**config.mk**
```make
export PLATFORM = sky130hd
export DESIGN_NAME = bus_arbiter
export DESIGN_NICKNAME = d
export VERILOG_FILES = /design/src/rtl/bus_arbiter_pkg.sv /design/src/rtl/bus_arb_rr_pick.sv /design/src/rtl/bus_arbiter.sv
export SDC_FILE = /design/constraint.sdc
export NUM_CORES = 1
export LEC_CHECK = 0
export BUFFER_PORTS_ARGS = -buffer_cell sky130_fd_sc_hd__buf_4
export CORE_AREA = 2 2 39 41
export DETAILED_ROUTE_END_ITERATION = 8
export DIE_AREA = 0 0 41 43
export PLACE_DENSITY = 0.43
export SLEW_MARGIN = 20
export SYNTH_ARGS = -nofsm -noshare
export SYNTH_HDL_FRONTEND = slang
export SYNTH_SLANG_ARGS = --single-unit
```
**constraint.sdc**
```tcl
create_clock -name clk -period 2 [get_ports clk]
set_input_delay 0.6 -clock clk [delete_from_list [all_inputs] [get_ports clk]]
set_output_delay 0.6 -clock clk [all_outputs]
set_load 0.01 [all_outputs]
```
**src/rtl/bus_arbiter_pkg.sv**
```systemverilog
// Shared constants for the four-master bus arbiter: active-low grant levels,
// owner encodings and the owner-to-grant decode.
package bus_arbiter_pkg;

    localparam logic ENABLE_  = 1'b0;
    localparam logic DISABLE_ = 1'b1;

    localparam int BUS_OWNER_W   = 2;
    localparam int BUS_MASTER_CH = 4;

    localparam logic [BUS_OWNER_W-1:0] BUS_OWNER_MASTER_0 = 2'h0;
    localparam logic [BUS_OWNER_W-1:0] BUS_OWNER_MASTER_1 = 2'h1;
    localparam logic [BUS_OWNER_W-1:0] BUS_OWNER_MASTER_2 = 2'h2;
    localparam logic [BUS_OWNER_W-1:0] BUS_OWNER_MASTER_3 = 2'h3;

    // Active-low one-hot grant vector for a given owner.
    function automatic logic [BUS_MASTER_CH-1:0] grant_decode(
        input logic [BUS_OWNER_W-1:0] owner
    );
        logic [BUS_MASTER_CH-1:0] grnt;
        grnt        = {BUS_MASTER_CH{DISABLE_}};
        grnt[owner] = ENABLE_;
        return grnt;
    endfunction

endpackage

```
**src/rtl/bus_arb_rr_pick.sv**
```systemverilog
// Round-robin search: first active-low request after the current owner,
// scanning owner+1..owner+3 (mod 4). The owner itself is never selected.
module bus_arb_rr_pick
    import bus_arbiter_pkg::*;
(
    input  logic [BUS_OWNER_W-1:0]   owner,
    input  logic [BUS_MASTER_CH-1:0] req_,
    output logic [BUS_OWNER_W-1:0]   next_owner,
    output logic                     found
);

    logic [BUS_OWNER_W-1:0] cand;

    always_comb begin
        next_owner = owner;
        found      = 1'b0;
        cand       = owner;
        for (int i = 1; i < BUS_MASTER_CH; i++) begin
            cand = owner + BUS_OWNER_W'(i);
            if (!found && req_[cand] == ENABLE_) begin
                next_owner = cand;
                found      = 1'b1;
            end
        end
    end

endmodule

```
**src/rtl/bus_arbiter.sv**
```systemverilog
// Four-master round-robin bus arbiter with parked, always-valid grants.
// Optional hold timeout is compiled in with BUS_ARB_TIMEOUT_EN.
//
// owner | meaning
// ------+-----------------------------------------------
//   0   | master 0 drives the bus (reset / parked default)
//   1   | master 1 drives the bus
//   2   | master 2 drives the bus
//   3   | master 3 drives the bus
module bus_arbiter
    import bus_arbiter_pkg::*;
#(
    parameter int MAX_HOLD   = 64,
    parameter int HOLD_CNT_W = 16
) (
    input  logic                   clk,
    input  logic                   reset,
    input  logic                   m0_req_,
    input  logic                   m1_req_,
    input  logic                   m2_req_,
    input  logic                   m3_req_,
    output logic                   m0_grnt_,
    output logic                   m1_grnt_,
    output logic                   m2_grnt_,
    output logic                   m3_grnt_,
    output logic [BUS_OWNER_W-1:0] bus_owner
);

    generate
        if (MAX_HOLD < 2 || MAX_HOLD > 65535 || HOLD_CNT_W < 1 || HOLD_CNT_W > 31 ||
            (2 ** HOLD_CNT_W) < MAX_HOLD) begin : g_bad_param
            $error("bus_arbiter: illegal MAX_HOLD / HOLD_CNT_W combination");
        end
    endgenerate

    logic [BUS_MASTER_CH-1:0] req_vec_;
    logic [BUS_MASTER_CH-1:0] grnt_q;
    logic [BUS_OWNER_W-1:0]   owner_q;
    logic [BUS_OWNER_W-1:0]   pick_owner;
    logic [BUS_OWNER_W-1:0]   next_owner;
    logic                     others_wait;
    logic                     owner_req;
    logic                     owner_release;
    logic                     timeout;

    assign req_vec_  = {m3_req_, m2_req_, m1_req_, m0_req_};
    assign owner_req = req_vec_[owner_q];
    assign owner_release = (owner_req == DISABLE_);

    bus_arb_rr_pick u_rr_pick (
        .owner      (owner_q),
        .req_       (req_vec_),
        .next_owner (pick_owner),
        .found      (others_wait)
    );

    // With nobody else waiting the grant stays parked on the current owner.
    always_comb begin
        next_owner = owner_q;
        if ((owner_release || timeout) && others_wait)
            next_owner = pick_owner;
    end

`ifdef BUS_ARB_TIMEOUT_EN
    localparam logic [HOLD_CNT_W-1:0] HOLD_LAST = HOLD_CNT_W'(MAX_HOLD - 1);

    logic [HOLD_CNT_W-1:0] hold_cnt;
    logic                  contended;

    assign contended = (owner_req == ENABLE_) && others_wait;
    assign timeout   = contended && (hold_cnt == HOLD_LAST);

    // A forced rotation changes the owner, which is what clears the counter.
    always_ff @(posedge clk) begin
        if (reset)
            hold_cnt <= '0;
        else if (next_owner != owner_q || !contended)
            hold_cnt <= '0;
        else
            hold_cnt <= hold_cnt + HOLD_CNT_W'(1);
    end
`else
    assign timeout = 1'b0;
`endif

    always_ff @(posedge clk) begin
        if (reset) begin
            owner_q <= BUS_OWNER_MASTER_0;
            grnt_q  <= grant_decode(BUS_OWNER_MASTER_0);
        end else begin
            owner_q <= next_owner;
            grnt_q  <= grant_decode(next_owner);
        end
    end

    assign m0_grnt_  = grnt_q[0];
    assign m1_grnt_  = grnt_q[1];
    assign m2_grnt_  = grnt_q[2];
    assign m3_grnt_  = grnt_q[3];
    assign bus_owner = owner_q;

endmodule

```
== Yosys cells after proc, flatten, opt, wreduce, memory -nomap -nowiden ==
Cells that the tools add are included.
W data, S select, Z words.

* Flip-flop bits (word level): 6
* Word-level logic and storage cells: 36

* Multiplexer cells: 17
* $lt $le $gt $ge: 6
* Reductions and logical operators: 5
* Bitwise operators: 3
* Add/subtract/negate cells: 3

{| class="wikitable"
|+ Operator list
! kind !! number
|-
| $lt A2 B3 Y1 const B || 5
|-
| $bmux W1 S2 || 4
|-
| $mux W1 || 8
|-
| $mux W2 || 4
|-
| $add A2 B2 Y2 const B || 2
|-
| $logic_and A1 B1 Y1 || 4
|-
| $not A4 Y4 || 1
|-
| $add A2 B1 Y2 const B || 1
|-
| $demux W1 S2 || 1
|-
| $ge A2 B1 Y1 const B || 1
|-
| $not A1 Y1 || 2
|-
| $logic_not A1 Y1 || 1
|}

== Longest topological paths before layout ==
Gate-level depths: netlist of run 1.

* Depth after elaboration: 16
* Depth in mapped cells: 4

== By module ==
From an unflattened synthesis of run 1, not the netlist that was laid out.

* Cell total of the unflattened synthesis: 51
* Area, all modules: 436.7 sq um

{| class="wikitable"
|+ By module, submodules not included
! module !! cells each !! area an instance (sq um) !! seq. area each (sq um) !! times used
|-
| bus_arbiter || 30 || 314.1 || 120.1 || 1
|-
| bus_arb_rr_pick || 21 || 122.6 || 0.0 || 1
|}

== Worst setup path before layout of run 1 ==
OpenSTA, ideal clock, no wires.

* Path type: input to register
* Start point: input m2_req_
* End point: register grnt_q[1]
* Buffers on the path: 0
* Arrival: 1.447 ns
* Slack: 0.426 ns
* Cell stages on the path: 4
* Data required time: 1.873 ns
* Path through: inv_2 > a211o_1 > a32o_2 > or3b_1

* Longest elaborated chain between the ends: 15
* Elaborated cells on any way between the ends: 27

{| class="wikitable"
|+ RTL lines
! element !! RTL line !! source
|-
| start: declaration || bus_arbiter.sv:20 || <nowiki>input logic m2_req_,</nowiki>
|-
| $bmux W1 S2 || bus_arb_rr_pick.sv:20 || <nowiki>if (!found && req_[cand] == ENABLE_) begin</nowiki>
|-
| $mux W1 (implied by the code) || bus_arb_rr_pick.sv:20 ||
|-
| $not A1 Y1 || bus_arb_rr_pick.sv:20 ||
|-
| $logic_and A1 B1 Y1 || bus_arb_rr_pick.sv:20 ||
|-
| $mux W1 || bus_arb_rr_pick.sv:20 ||
|-
| $logic_not A1 Y1 || bus_arb_rr_pick.sv:20 ||
|-
| $logic_and A1 B1 Y1 || bus_arb_rr_pick.sv:20 ||
|-
| $mux W1 || bus_arb_rr_pick.sv:20 ||
|-
| $logic_and A1 B1 Y1 || bus_arbiter.sv:60 || <nowiki>if ((owner_release || timeout) && others_wait)</nowiki>
|-
| $mux W2 (*) || bus_arbiter.sv:60 ||
|-
| $lt A2 B3 Y1 (implied by the code) / $ge A2 B1 Y1 (equally long branches) || bus_arbiter_pkg.sv:22 || <nowiki>grnt[owner] = ENABLE_;</nowiki>
|-
| $logic_and A1 B1 Y1 (implied by the code) || bus_arbiter_pkg.sv:22 ||
|-
| $mux W1 (implied by the code) || bus_arbiter_pkg.sv:22 ||
|-
| $demux W1 S2 (*) || bus_arbiter_pkg.sv:22 ||
|-
| $not A4 Y4 (no source line) (*) || -- ||
|-
| end signal: assignment || bus_arbiter.sv:89 || <nowiki>grnt_q <= grant_decode(BUS_OWNER_MASTER_0);</nowiki>
|-
| end signal: assignment || bus_arbiter.sv:92 || <nowiki>grnt_q <= grant_decode(next_owner);</nowiki>
|-
| end: declaration || bus_arbiter.sv:37 || <nowiki>logic [BUS_MASTER_CH-1:0] grnt_q;</nowiki>
|}

Every way passes the cells marked *; elsewhere a longest branch is shown, timed or not. The select of a mux whose other input is x is not followed.
A chain may end at the register's enable or synchronous reset.

== Worst setup path after layout of run 1 ==
Same ends and word-level chain as after synthesis.

==> results.md, run 1 <==
- Slowest cell on crit path: or3b_1
- Vert. Die Dim: 43 um
- Worst-case clock buffer depth: 2
- Iter 0 DRT Violations: 3
- Post-synth top area cell: dfxtp_1
- Power density over the cells: 819 nW/um^2
- Area delta synth->final: 52.1%
- Max H-tree Level: 1
- Worst Path Max Fanout: 5
- Fin crit period: 1.48 ns
- ANT cells: 0
- CP Launch Type: input port
- Worst-path clk slew: 0.05 ns
- Syn nets: 32
- DRT antenna net count: 0
- Seq/Total Area, Yosys: 0.500
- WP data arrival: 1.60 ns
- Post-synth cell types: 18
- Post-Synthesis Cells: 26
- Insertion delay to the later sink of the worst-skew pair: 0.24 ns
- Vias in the first global route: ~210
- Static leakage: 0.163 nW
- Ranking of synthesized cells by area: dfxtp_1 (50%), nand2b_1 (5.2%), a32o_2 (4.7%)
- Die ar.: ~1800 um^2
- Worst reg-to-reg setup slack: 0.56 ns
- Worst reg2reg path endpoint: grnt_q[1]$_SDFF_PP1_
- RePlAce Congestion: 0.572
- Fmax: between 600 and 700 MHz
- Initial antenna violation count: 0
- Via density: 4.34
- Vias: roughly 240
- Worst Min Path Start: reset
- Main synth FF type: dfxtp_1
- Grt ovf: 0
- Num rows: 14
- R2r worst-path depth: 4
- Worst Setup End Kind: flip-flop
- TritonCTS Buffers: 3
- Min-delay worst type: in2reg
- Syn Area/Cell: 9.24 um^2
- First-pass GRT wire length: around 730 um
- Fin crit share: 0.740
- CTS tree: yes
- Final setup violation count: 0
- Nets: 48
- Worst vdd ir: 0.000457 V
- Port bufs: 11
- Reg-to-Reg Start: bus_owner[0]$_SDFF_PP0_
- Tot GR Track Use: 0.0674
- CP cell instances: buf_4, or2b_1, a31oi_1, or2_1, or3b_1
- Detailed Place HPWL: 441 um
- DRC: 0
- Num ports: 12
- Final slew viol count: 0
- Core box area: 1380 um^2
- Post-synth EDFFs: 0
- Hold Buf Count CTS: 0
- Cell area after synthesis: around 240 um^2
- Routed len/inst: 9.07 um
- Fin util: 0.264
- Crit path required time: around 2.1 ns
- Horiz. Die Dim: 41 um
- Async SR Flop Fraction: 0
- Seq cells post-synth: 6
- Setup Crit Path Kind: in2reg
- Number of iterations in the first detailed-routing pass: 2
- Hold EP: bus_owner[0]$_SDFF_PP0_
- Final setup margin: 0.521 ns
- Largest net degree at the start of global routing: 7
- Clk root buf: clkbuf_4
- Initial Util: 0.174
- RSZ-0062 raised after global routing: no
- Max Clock Skew: 0.00440 ns
- Post-CTS setup buffers: 0
- Sink Count: 6
- Worst Hold Path Cells: 2
- Worst path max stage delay: 0.33 ns
- Max cap viols: 0
- Final hold violation count: 0
- Post-CTS sizing: 0
- Setup TNS: 0 ns
- Routed WL: 508 um
- Relative slew slack: 0.778
- Worst-margin pin slew: around 0.33 ns
- Share of layout cells above drive strength 1: 0.400
- Pre-CTS WS: 0.265 ns
- Yosys warns: 0
- Outcome: finished clean
- Synth top area share: 0.500
==> per-stage QoR <==
step                total power (W)  instances  hold slack (ns)  instance area, um^2
floorplan                  0.000163         26            0.612                  240
global placement           0.000192         53            0.641                  343
detailed placement         0.000194         53            0.645                  343
CTS                        0.000305         56            0.530                  365
global route               0.000316         56            0.531                  365
finish                     0.000299         56            0.535                  365
==> state kept, by name, summed over array words and instances (netlist names) <==
| register | cells |
|---|---|
| grnt_q | 4 |
| bus_owner | 2 |
==> synth_stat cells (all sizes together) (2+ instances only) <==
master  count
dfxtp       6
nand2b      2
inv         2
nor2        3
==> power breakdown <==
group          total (W)  internal (W)  switching (W)
logic          0.0000549     0.0000306      0.0000244
registers       0.000135      0.000129     0.00000597
clock network   0.000109     0.0000677      0.0000412
==> critical path, delay by kind of cell <==
kind	cells	cell delay (ns)
AOI/OAI and AO/OA	1	0.21
and+or+nand+nor	3	0.69
buffers and inverters	1	0.11
==> cell families after synthesis <==
kind of cell,synth area share
AOI/OAI and AO/OA,0.219
buffers and inverters,0.0312
DFF,0.500
and+or+nand+nor,0.250
==> metal layers <==
metal  part of all wire  vias up  global-route usage
met5                  0        -                   0
met2               0.59        8               0.106
met3              0.075        0              0.0785
met1               0.33      115              0.0485
li1                   -      120                   -
met4                  0        0              0.0200
==> layout by cell type, fill, tap and decap left out, drive strengths merged <==
cell type | synthesis | layout
buf | 0 | 11
dfxtp | 6 | 6
nor2 | 3 | 3
clkbuf | 0 | 3
nand2b | 2 | 2
inv | 2 | 2
o21a | 1 | 1
or2b | 1 | 1
o21ai | 1 | 1
a31oi | 1 | 1
or2 | 1 | 1
nand3 | 1 | 1
a211o | 1 | 1
o221ai | 1 | 1
a32o | 1 | 1
a21oi | 1 | 1
or3b | 1 | 1
nor3 | 1 | 1
nand2 | 1 | 1
==> area by class of cell <==
cell class                      count  area (um^2)
Fill cell                         155         1020
Sequential cell                     6          120
Multi-Input combinational cell     18          113
Timing Repair Buffer               11         82.6
Clock buffer                        3         22.5
Tap cell                           16         20.0
Inverter                            2         7.51
==> worst max-delay path by stage <==
stage | to | slack, ns | start
4_1_cts | grnt_q[1]$_SDFF_PP1_ | 0.52 | m2_req_
6_report | grnt_q[1]$_SDFF_PP1_ | 0.52 | m2_req_
2_1_floorplan | grnt_q[1]$_SDFF_PP1_ | 0.43 | m2_req_
5_1_grt | grnt_q[1]$_SDFF_PP1_ | 0.47 | m2_req_
3_5_place_dp | grnt_q[1]$_SDFF_PP1_ | 0.26 | m2_req_
3_3_place_gp | grnt_q[1]$_SDFF_PP1_ | 0.27 | m2_req_
Power figures use the tool's default switching activity.
==> inputs of run 2 (changes only) <==
==> constraint.sdc (replaced) <==
create_clock -name clk -period 1.5 [get_ports clk]
set_input_delay 0.45 -clock clk [delete_from_list [all_inputs] [get_ports clk]]
set_output_delay 0.45 -clock clk [all_outputs]
set_load 0.01 [all_outputs]
==> results.md, run 2 (synthesis gave the netlist of run 1 again) <==
- Outcome: finished clean
- DRC: 0 (unchanged)
- Worst vdd ir: 0.000468 V (+2.3%)
- Hold Buf Count CTS: 0 (unchanged)
- Comb pwr share: 0.198 (+0.014)
- Most frequent cells in the layout: buf_4 (13), dfxtp_1 (6), nor2_1 (3), clkbuf_4 (3), nand2b_1 (2)
- Buf/Inv on CP: 0 (-1)
- Routed len/inst: 8.86 um (-2.3%)
- Grt ovf: 0 (unchanged)
- Power density over the cells: 1060 nW/um^2 (+29%)
- TritonCTS Buffers: 3 (unchanged)
- Hold WS: 0.390 ns (-0.145 ns)
- Worst path max stage delay: 0.40 ns (+0.07 ns)
- Final slew viol count: 0 (unchanged)
- Slowest cell on crit path: dfxtp_1
- Num ports: 12 (unchanged)
- Vias: 236 (-2.9%)
- Iter 0 DRT Violations: 0 (-3)
- Core box area: 1380 um^2 (unchanged)
- Die ar.: 1760 um^2 (unchanged)
- ANT cells: 0 (unchanged)
- RePlAce Congestion: 0.594 (+3.8%)
- Fin crit period: 1.43 ns
- First-pass GRT wire length: 869 um (+19%)
- Max H-tree Level: 1 (unchanged)
- Worst Setup End Kind: flip-flop
- CP Launch Type: flip-flop
- Most common cell after layout, fill and taps aside: buf_4
- Most flops, register: grnt_q
- Psw: 0.0000933 W (+30%)
- Initial antenna violation count: 0 (unchanged)
- Final setup violation count: 0 (unchanged)
- Worst-path clk slew: 0.04 ns (about the same)
- Area delta synth->final: 58.3%
- Max cap viols: 0 (unchanged)
- Seq pwr share: 0.450 (-0.003)
- Clock share of power: 0.353 (-0.011)
- Via density: 4.07 (-6.2%)
- Number of flip-flops in the largest register: 4 (unchanged)
- RSZ-0062 raised after global routing: no
- Nets: 50 (+4.2%)
- Top Family by Delay on Critical Path: compound AO/OA/AOI/OAI gates
- Worst-case clock buffer depth: 2 (unchanged)
- Final setup margin: 0.0657 ns (-0.455 ns)
- Number of iterations in the first detailed-routing pass: 1 (-1)
- Static leakage: 0.172 nW (+5.8%)
- Pre-CTS WS: -0.0769 ns (-0.342 ns)
- Min-delay worst type: in2reg
- Fin crit share: 0.956
- CTS tree: yes
- Setup Crit Path Kind: reg2reg
- CP cell instances: nor2_1, a211o_1, a32o_2, or3b_1
- Max Clock Skew: 0.00317 ns (-0.00122 ns)
- Vias in the first global route: 220 (+7.3%)
- Largest net degree at the start of global routing: 7 (unchanged)
- Tot GR Track Use: 0.0784 (+0.0110)
- Share of layout cells above drive strength 1: 0.429 (+0.0286)
- Post-CTS setup buffers: 0 (unchanged)
- Pint: 0.000309 W (+36%)
- Sw frac: 0.232 (-0.00711)
- WP data arrival: 1.55 ns (-0.05 ns)
- Worst-margin pin slew: 0.306 ns (-0.0233 ns)
- Horiz. Die Dim: 41 um (unchanged)
- Fmax: 697 MHz
- Num rows: 14 (unchanged)
- Fin util: 0.275 (+0.0108)
- Crit path required time: 1.62 ns (-0.50 ns)
- Post-CTS sizing: 0 (unchanged)
- Vert. Die Dim: 43 um (unchanged)
- Routed WL: 514 um (+1.2%)
- Detailed Place HPWL: 441 um (+0.20%)
- Insertion delay to the later sink of the worst-skew pair: 0.24 ns (about the same)
- Sink Count: 6 (unchanged)
- Final hold violation count: 0 (unchanged)
- Port bufs: 11 (unchanged)
- Initial Util: 0.174 (unchanged)
- Relative slew slack: 0.794 (+0.0157)
- DRT antenna net count: 0 (unchanged)
- Worst Path Max Fanout: 6 (+1)
- Clk root buf: clkbuf_4
-- run 2: cell types whose count changed in the layout (fill, tap and decap cells not counted) --
cell	delta
buf_4	+2
-- run 2: cell type report --
| class | instances | area, um^2 |
|---|---|---|
| inverter | 2 | 7.51 |
| tap | 16 | 20.0 |
| multi-input combinational | 18 | 113 |
| timing repair buffer | 13 | 97.6 |
| fill | 161 | 1000 |
| sequential | 6 | 120 |
| clock buffer | 3 | 22.5 |
-- run 2: path summary, 6_finish.rpt --
kind / startpoint / slack [ns] / endpoint / depth (start not counted)
max: bus_owner[0]$_SDFF_PP0_ / 0.07 / grnt_q[1]$_SDFF_PP1_ / 4
min: reset / 0.39 / bus_owner[0]$_SDFF_PP0_ / 2
max reg2reg: bus_owner[0]$_SDFF_PP0_ / 0.07 / grnt_q[1]$_SDFF_PP1_ / 4
min reg2reg: bus_owner[1]$_SDFF_PP0_ / 0.64 / bus_owner[1]$_SDFF_PP0_ / 2
-- run 2: layer usage --
layer,global-route usage,part of all wire
met1,0.0710,0.34
met2,0.119,0.59
met3,0.0628,0.068
met4,0.0400,0
met5,0,0
-- run 2: stage by stage --
stage	total power, W	area [um^2]	std cells	TNS (ns)
2_1_floorplan	0.000218	240	26	0
3_3_place_gp	0.000263	358	55	-0.0405
3_5_place_dp	0.000265	358	55	-0.0769
4_1_cts	0.000414	380	58	0
5_1_grt	0.000437	380	58	0
6_report	0.000402	380	58	0
-- run 2: power groups by stage --
stage / sequential [W] / clock [W] / combinational [W]
final: 0.000181 / 0.000142 / 0.0000796
after global routing: 0.000182 / 0.000168 / 0.0000873
after CTS: 0.000181 / 0.000152 / 0.0000812
after detailed placement: 0.000184 / 0 / 0.0000810
after global placement: 0.000183 / 0 / 0.0000800
after floorplan: 0.000189 / 0 / 0.0000292
